`config.mk`:
```
export PLATFORM = sky130hd
export DESIGN_NAME = vrf_bank_arbiter
export DESIGN_NICKNAME = d
export VERILOG_FILES = /design/src/rtl/ara_pkg.sv /design/src/rtl/vrf_bank_rr_arb.sv /design/src/rtl/vrf_bank_arbiter.sv
export SDC_FILE = /design/constraint.sdc
export NUM_CORES = 2
export LEC_CHECK = 0
export BUFFER_PORTS_ARGS = -buffer_cell sky130_fd_sc_hd__buf_2
export CORE_AREA = 4 4 449 451
export DETAILED_ROUTE_END_ITERATION = 6
export DIE_AREA = 0 0 453 455
export HOLD_SLACK_MARGIN = 0.15
export PLACE_DENSITY_LB_ADDON = 0.05
export REMOVE_ABC_BUFFERS = 1
export SLEW_MARGIN = 15
export SYNTH_ARGS = -nofsm -noshare
export SYNTH_HDL_FRONTEND = slang
export SYNTH_HIERARCHICAL = 1
export SYNTH_SLANG_ARGS = --single-unit
export TNS_END_PERCENT = 30
```
`constraint.sdc`:
```
create_clock -name clk_i -period 25.3 [get_ports clk_i]
set_input_delay 6.325 -clock clk_i [delete_from_list [all_inputs] [get_ports clk_i]]
set_output_delay 6.325 -clock clk_i [all_outputs]
set_load 0.005 [all_outputs]
```
`src/rtl/ara_pkg.sv`:
```
// Shared lane types for the VRF bank arbiter: addresses, data, byte strobes,
// operand-queue targets and the registered per-bank request.
package ara_pkg;

    localparam int unsigned VAddrWidth   = 10;
    localparam int unsigned ELEN         = 64;
    localparam int unsigned NrWritersDef = 4;

    typedef logic [VAddrWidth-1:0] vaddr_t;
    typedef logic [ELEN-1:0]       elen_t;
    typedef logic [ELEN/8-1:0]     strb_t;

    // Reader index doubles as the operand queue that receives the read data.
    typedef enum logic [3:0] {
        AluA, AluB, AluC, MulFPUA, MulFPUB, MulFPUC, MaskB, MaskM, StA, SlideAddrGenA
    } opqueue_e;

    localparam int unsigned NrOperandQueues = 10;

    typedef struct packed {
        vaddr_t   addr;
        logic     wen;
        elen_t    wdata;
        strb_t    be;
        opqueue_e tgt;
    } vrf_bank_req_t;

endpackage

```
`src/rtl/vrf_bank_rr_arb.sv`:
```
// Single-bank arbiter: writes beat reads unless reads have lost MaxStall cycles in a row;
// each class is served round-robin from its own pointer.
module vrf_bank_rr_arb
    import ara_pkg::*;
#(
    parameter int unsigned NrReaders = NrOperandQueues,
    parameter int unsigned NrWriters = NrWritersDef,
    parameter int unsigned MaxStall  = 4
) (
    input  logic                 clk_i,
    input  logic                 rst_i,
    input  logic [NrReaders-1:0] rd_cand_i,
    input  logic [NrWriters-1:0] wr_cand_i,
    output logic [NrReaders-1:0] rd_win_o,
    output logic [NrWriters-1:0] wr_win_o
);
    localparam int unsigned RdPtrW = (NrReaders > 1) ? $clog2(NrReaders) : 1;
    localparam int unsigned WrPtrW = (NrWriters > 1) ? $clog2(NrWriters) : 1;
    localparam int unsigned StallW = $clog2(MaxStall + 1);

    logic [RdPtrW-1:0]    rdPtr_d, rdPtr_q, rdNext;
    logic [WrPtrW-1:0]    wrPtr_d, wrPtr_q, wrNext;
    logic [StallW-1:0]    stall_d, stall_q;
    logic [NrReaders-1:0] rdPick;
    logic [NrWriters-1:0] wrPick;
    logic                 rdFound, wrFound, rdPrio, grantRd, grantWr;

    // Two passes: first from the pointer upwards, then wrap around from index 0.
    always_comb begin
        rdPick  = '0;
        rdFound = 1'b0;
        rdNext  = rdPtr_q;
        for (int pass = 0; pass < 2; pass++) begin
            for (int i = 0; i < NrReaders; i++) begin
                if (!rdFound && rd_cand_i[i] && ((pass == 1) || (i >= int'(rdPtr_q)))) begin
                    rdFound   = 1'b1;
                    rdPick[i] = 1'b1;
                    rdNext    = (i == NrReaders - 1) ? '0 : RdPtrW'(i + 1);
                end
            end
        end
    end

    always_comb begin
        wrPick  = '0;
        wrFound = 1'b0;
        wrNext  = wrPtr_q;
        for (int pass = 0; pass < 2; pass++) begin
            for (int i = 0; i < NrWriters; i++) begin
                if (!wrFound && wr_cand_i[i] && ((pass == 1) || (i >= int'(wrPtr_q)))) begin
                    wrFound   = 1'b1;
                    wrPick[i] = 1'b1;
                    wrNext    = (i == NrWriters - 1) ? '0 : WrPtrW'(i + 1);
                end
            end
        end
    end

    // Once reads have starved for MaxStall cycles they take the bank for one cycle.
    always_comb begin
        rdPrio   = (stall_q == StallW'(MaxStall));
        grantRd  = rdFound && (rdPrio || !wrFound);
        grantWr  = wrFound && !grantRd;
        rd_win_o = grantRd ? rdPick : '0;
        wr_win_o = grantWr ? wrPick : '0;
        rdPtr_d  = grantRd ? rdNext : rdPtr_q;
        wrPtr_d  = grantWr ? wrNext : wrPtr_q;
        stall_d  = '0;
        if (rdFound && !grantRd) begin
            stall_d = rdPrio ? stall_q : stall_q + StallW'(1);
        end
    end

    always_ff @(posedge clk_i or posedge rst_i) begin
        if (rst_i) begin
            rdPtr_q <= '0;
            wrPtr_q <= '0;
            stall_q <= '0;
        end else begin
            rdPtr_q <= rdPtr_d;
            wrPtr_q <= wrPtr_d;
            stall_q <= stall_d;
        end
    end

endmodule

```
`src/rtl/vrf_bank_arbiter.sv`:
```
// Per-lane VRF bank scheduler: sorts read/write requesters onto single-port banks and
// registers one access per bank per cycle towards the VRF.
module vrf_bank_arbiter
    import ara_pkg::*;
#(
    parameter int unsigned NrBanks   = 8,
    parameter int unsigned NrReaders = NrOperandQueues,
    parameter int unsigned NrWriters = NrWritersDef,
    parameter int unsigned MaxStall  = 4
) (
    input  logic                 clk_i,
    input  logic                 rst_i,
    input  logic [NrReaders-1:0] rd_req_i,
    input  vaddr_t               rd_addr_i         [NrReaders],
    output logic [NrReaders-1:0] rd_gnt_o,
    input  logic [NrWriters-1:0] wr_req_i,
    input  vaddr_t               wr_addr_i         [NrWriters],
    input  elen_t                wr_data_i         [NrWriters],
    input  strb_t                wr_be_i           [NrWriters],
    output logic [NrWriters-1:0] wr_gnt_o,
    output logic [NrBanks-1:0]   vrf_req_o,
    output vaddr_t               vrf_addr_o        [NrBanks],
    output logic [NrBanks-1:0]   vrf_wen_o,
    output elen_t                vrf_wdata_o       [NrBanks],
    output strb_t                vrf_be_o          [NrBanks],
    output opqueue_e             vrf_tgt_opqueue_o [NrBanks]
);
    localparam int unsigned BankW = $clog2(NrBanks);
    localparam int unsigned TgtW  = $bits(opqueue_e);

    logic [NrReaders-1:0] rdWin [NrBanks];
    logic [NrWriters-1:0] wrWin [NrBanks];

    for (genvar b = 0; b < NrBanks; b++) begin : gen_bank
        logic [NrReaders-1:0] rdCand;
        logic [NrWriters-1:0] wrCand;
        vrf_bank_req_t        bankReq_d, bankReq_q;
        logic                 valid_d, valid_q;

        for (genvar r = 0; r < NrReaders; r++) begin : gen_rd_cand
            assign rdCand[r] = rd_req_i[r] && (rd_addr_i[r][BankW-1:0] == BankW'(b));
        end
        for (genvar w = 0; w < NrWriters; w++) begin : gen_wr_cand
            assign wrCand[w] = wr_req_i[w] && (wr_addr_i[w][BankW-1:0] == BankW'(b));
        end

        vrf_bank_rr_arb #(
            .NrReaders(NrReaders),
            .NrWriters(NrWriters),
            .MaxStall (MaxStall)
        ) i_arb (
            .clk_i    (clk_i),
            .rst_i    (rst_i),
            .rd_cand_i(rdCand),
            .wr_cand_i(wrCand),
            .rd_win_o (rdWin[b]),
            .wr_win_o (wrWin[b])
        );

        // Winners are one-hot, so OR-ing the selected fields acts as a mux; idle banks send zeros.
        always_comb begin
            bankReq_d = '0;
            valid_d   = (|rdWin[b]) || (|wrWin[b]);
            for (int r = 0; r < NrReaders; r++) begin
                if (rdWin[b][r]) begin
                    bankReq_d.addr = rd_addr_i[r] >> BankW;
                    bankReq_d.tgt  = opqueue_e'(TgtW'(r));
                end
            end
            for (int w = 0; w < NrWriters; w++) begin
                if (wrWin[b][w]) begin
                    bankReq_d.addr  = wr_addr_i[w] >> BankW;
                    bankReq_d.wen   = 1'b1;
                    bankReq_d.wdata = wr_data_i[w];
                    bankReq_d.be    = wr_be_i[w];
                end
            end
        end

        always_ff @(posedge clk_i or posedge rst_i) begin
            if (rst_i) begin
                valid_q   <= 1'b0;
                bankReq_q <= '0;
            end else begin
                valid_q   <= valid_d;
                bankReq_q <= bankReq_d;
            end
        end

        assign vrf_req_o[b]         = valid_q;
        assign vrf_addr_o[b]        = bankReq_q.addr;
        assign vrf_wen_o[b]         = bankReq_q.wen;
        assign vrf_wdata_o[b]       = bankReq_q.wdata;
        assign vrf_be_o[b]          = bankReq_q.be;
        assign vrf_tgt_opqueue_o[b] = bankReq_q.tgt;
    end

    // A requester maps to exactly one bank, so OR-ing the bank winners never double-grants.
    always_comb begin
        rd_gnt_o = '0;
        wr_gnt_o = '0;
        if (!rst_i) begin
            for (int b = 0; b < NrBanks; b++) begin
                rd_gnt_o = rd_gnt_o | rdWin[b];
                wr_gnt_o = wr_gnt_o | wrWin[b];
            end
        end
    end

    for (genvar r = 0; r < NrReaders; r++) begin : gen_rd_hold
        assert property (@(posedge clk_i) disable iff (rst_i)
            (rd_req_i[r] && !rd_gnt_o[r]) |=> (rd_req_i[r] && $stable(rd_addr_i[r])))
            else $error("read request %0d dropped or re-addressed before grant", r);
    end
    for (genvar w = 0; w < NrWriters; w++) begin : gen_wr_hold
        assert property (@(posedge clk_i) disable iff (rst_i)
            (wr_req_i[w] && !wr_gnt_o[w]) |=> (wr_req_i[w] && $stable(wr_addr_i[w])))
            else $error("write request %0d dropped or re-addressed before grant", w);
    end

endmodule

```
==> flow_summary_export.csv <==
group,metric,value,unit
sta,max_slew_margin,19.00,%
power_and_ir_drop,ir_drop,0.05133,mV
worst_hold_path,hp-class,"reg -> reg",
routing,drtPass1Iterations,7,
cts,cts_resized,0,
place,placed_cells,10530,
setup_path,worstPathRequired,18980,ps
sta,rsz0062_at_grt,"false",
logic_synthesis,ys.flop_type,"dfrtp_1",
worst_hold_path,worstHoldPathCells,1,
logic_synthesis,synthCells,7534,
sta,max_freq,58.92,MHz
setup_path,endpoint_kind,"output port",
worst_hold_path,min_to,"gen_bank[2].i_arb/stall_q[0]",
cts,htreeDepth,3,
cts,clockRootBuffer,"clkbuf_16",
logic_synthesis,synthesis.area,55080,µm²
place,dp_hpwl,267300,µm
power_and_ir_drop,power.density,65.36,nW/µm²
die,start_util,27.93,%
sta,hold_viol,0,
die,die_w,453,µm
routing,vias,62300,
sta,max_slew.worst_pin.slew,1215,ps
cts,post-cts-setup-buffers,0,
place,port_buffers,1137,
grt,grt_max_degree,145,
sta,drv_slew,0,
finish,synthToLayoutAreaGrowth,17.81,%
routing,viasPerCell,5.775,
sta,fin_crit_sh,67.09,%
cts,numCtsBuffers,98,
setup_path,arrival,10650,ps
logic_synthesis,ys_async_sr_fraction,100.0,%
logic_synthesis,seq_area_frac_synth,34.17,%
power_and_ir_drop,p_leak,27.95,nW
flow_run,cap_viol_max_count,0,
finish,drive_above_1_share,20.37,%
routing,drtAntennaViolNets,0,
setup_path,rrSetupSlack,18510,ps
setup_path,critPathKind,"in -> out",
routing,drc_errors,6,
setup_path,r2r-start,"gen_bank[3].i_arb/rdPtr_q[3]",
cts,clockBufferDepth,3,
routing,finalWirelength,371600,µm
place,post-place-ws,8355,ps
routing,drt_iter0_markers,7339,
logic_synthesis,syn_avg_cell_area,7.310,µm²
die,coreArea,197200,µm²
die,num_rows,163,
cts,clk_latency,760,ps
setup_path,reg2reg_to,"vrf_be_o[37]",
die,die-area,206100,µm²
die,die_y,455,µm
place,globalplace.congestion,0.9945,
finish,fin_cells,10790,
logic_synthesis,ys_seq_elements,752,
cts,postCtsHoldBufs,0,
run_status,violations,"design-rule violations",
sta,setup_viol,0,
setup_path,start_kind,"primary input",
routing,wl_per_cell,34.44,µm
setup_path,reg2reg_depth,12,
logic_synthesis,ys_top_cells_by_area,"dfrtp_1 (34%), a21oi_1 (10%), nand2_1 (9.1%)",
cts,clkSlewWorstSetupHoldPaths,60,ps
grt,antenna_found_initial,142,
logic_synthesis,synth.distinct_cells,103,
logic_synthesis,synth_edf_count,0,
sta,clock_skew,62.39,ps
cts,tritoncts,"built",
grt,grt_pass1_vias,57850,
run_status,status,"complete, but fails checks",
logic_synthesis,yosys_warnings,6,
logic_synthesis,netlist.area_leader.share,34.17,%
setup_path,path_max_fanout,12,
grt,track_usage,34.36,%
sta,layout_setup_ws,8327,ps
worst_hold_path,hp-start,"gen_bank[2].i_arb/stall_q[0]",
finish,final_nets,8453,
die,ios,1162,
cts,cts.sinks,752,
logic_synthesis,synth_top_area_cell,"dfrtp_1",
grt,overflow,0,
sta,final.min_clock_period,16970,ps
grt,grt_pass1_wl,499900,µm
[registers in the layout (all words and copies together), names as in the netlist]
| signal | flops |
|---|---|
| gen_bank.i_arb/rdPtr_q | 32 |
| gen_bank.i_arb/stall_q | 24 |
| gen_bank.i_arb/wrPtr_q | 16 |
| gen_bank.valid_q | 8 |
| vrf_addr_o | 56 |
| vrf_be_o | 64 |
| vrf_tgt_opqueue_o | 32 |
| vrf_wdata_o | 512 |
| vrf_wen_o | 8 |
[worst max-delay path, cell delays in order]
cell,delay (ps)
buf_2,100
nand2b_1,180
nor3_1,720
nor2b_1,220
o22a_1,270
a2bb2oi_2,500
o41a_1,620
o21ai_0,210
nor2_1,620
nor4_1,150
a21oi_1,490
buf_2,220
[Yosys cell counts, types with 19 or more instances]
| library cell | number |
|---|---|
| nor3b_1 | 23 |
| a211oi_1 | 166 |
| nand3b_1 | 228 |
| nor3_1 | 90 |
| nor2b_1 | 56 |
| buf_4 | 63 |
| o211ai_1 | 31 |
| nor2_1 | 629 |
| a21o_1 | 20 |
| and3_1 | 22 |
| a31oi_1 | 71 |
| a221o_1 | 25 |
| mux2i_1 | 192 |
| or2_2 | 19 |
| dfrtp_1 | 752 |
| clkbuf_1 | 618 |
| a22oi_1 | 144 |
| buf_2 | 130 |
| o22ai_1 | 36 |
| buf_1 | 95 |
| and3b_1 | 26 |
| a221oi_1 | 53 |
| clkbuf_4 | 24 |
| o221ai_1 | 38 |
| o21ai_1 | 42 |
| nand2_1 | 1330 |
| nor4_1 | 69 |
| a21oi_1 | 1104 |
| nand3_1 | 154 |
| inv_1 | 129 |
| nand2b_1 | 94 |
| o21ai_0 | 652 |
[how the worst max path moves through the flow]
| stage | end | cells after the start | slack [ps] | from |
|---|---|---|---|---|
| 6_report | rd_gnt_o[1] | 12 | 8330 | rd_addr_i[32] |
| 5_1_grt | rd_gnt_o[1] | 12 | 8010 | rd_addr_i[32] |
| 4_1_cts | rd_gnt_o[1] | 12 | 8360 | rd_addr_i[32] |
| 3_5_place_dp | rd_gnt_o[1] | 12 | 8350 | rd_addr_i[32] |
| 3_3_place_gp | rd_gnt_o[1] | 12 | 8380 | rd_addr_i[32] |
| 2_1_floorplan | gen_bank[0].valid_q | 1 | -90 | rst_i |
[layout make-up]
class / instances / area, µm²
inverters: 133 / 509.2
well taps: 2640 / 3303
repair buffers: 1312 / 7099
fillers: 21200 / 132300
clock inverters: 34 / 382.9
diodes: 81 / 202.7
clock buffers: 140 / 2821
multi-input cells: 5696 / 31750
flip-flops and latches: 752 / 18820
[stage by stage]
step | util, % | TNS, ps | area (µm²) | total power, mW | hold WS [ps]
floorplan | - | -59920 | 50760 | 2.068 | 428.7
global placement | 31.15 | 0 | 61440 | 2.809 | 444.0
detailed placement | 31.16 | 0 | 61450 | 2.788 | 448.8
CTS | 32.78 | 0 | 64650 | 4.253 | 457.5
global route | 32.87 | 0 | 64830 | 4.402 | 473.4
finish | 32.90 | 0 | 64880 | 4.241 | 456.9
[routing by layer]
layer,track usage [%],part of all wire [%]
met1,43.11,39
met5,0.02298,0.076
met3,5.781,7.8
met4,23.01,7.4
met2,54.32,46
[power breakdown]
group	internal, mW	leakage [nW]	switching, mW	total [mW]
Combinational	0.403	16.2	0.881	1.28
Clock	0.832	1.58	0.613	1.45
Sequential	1.34	10.2	0.170	1.51
Total	2.58	27.9	1.66	4.24
[layout by cell type (no fill, tap or decap), drive strengths merged, types with 20 or more instances in the layout]
cell / synthesis / final
conb: 1 / 24
and3b: 27 / 27
nand2: 1330 / 1330
clkbuf: 650 / 140
nand3b: 228 / 228
nor4: 77 / 77
or2: 24 / 24
dfrtp: 752 / 752
o221ai: 38 / 38
a221o: 25 / 25
o211ai: 31 / 31
clkinv: 2 / 24
mux2i: 192 / 192
nand2b: 95 / 95
o22ai: 36 / 36
a31oi: 83 / 83
a22oi: 144 / 144
nor2: 630 / 630
nor3: 103 / 103
nor3b: 25 / 25
and3: 22 / 22
a21oi: 1104 / 1104
a211oi: 166 / 166
buf: 304 / 1312
nor2b: 56 / 56
diode: 0 / 81
nand3: 154 / 154
inv: 131 / 134
a21o: 20 / 20
a221oi: 53 / 53
o21ai: 706 / 706
o311ai: 21 / 21
[cells by family after synthesis]
kind of cell | count (synthesis) | share of synthesized area, %
and+or+nand+nor | 2862 | 24.30
AOI/OAI and AO/OA | 2587 | 28.51
buffers and inverters | 1109 | 8.896
DFF | 752 | 34.17
muxes | 199 | 3.633
adders and majority gates | 16 | 0.3635
xor gates and xnor gates | 8 | 0.1272
other | 1 | 0.006809
(Power assumes the default switching activity.)
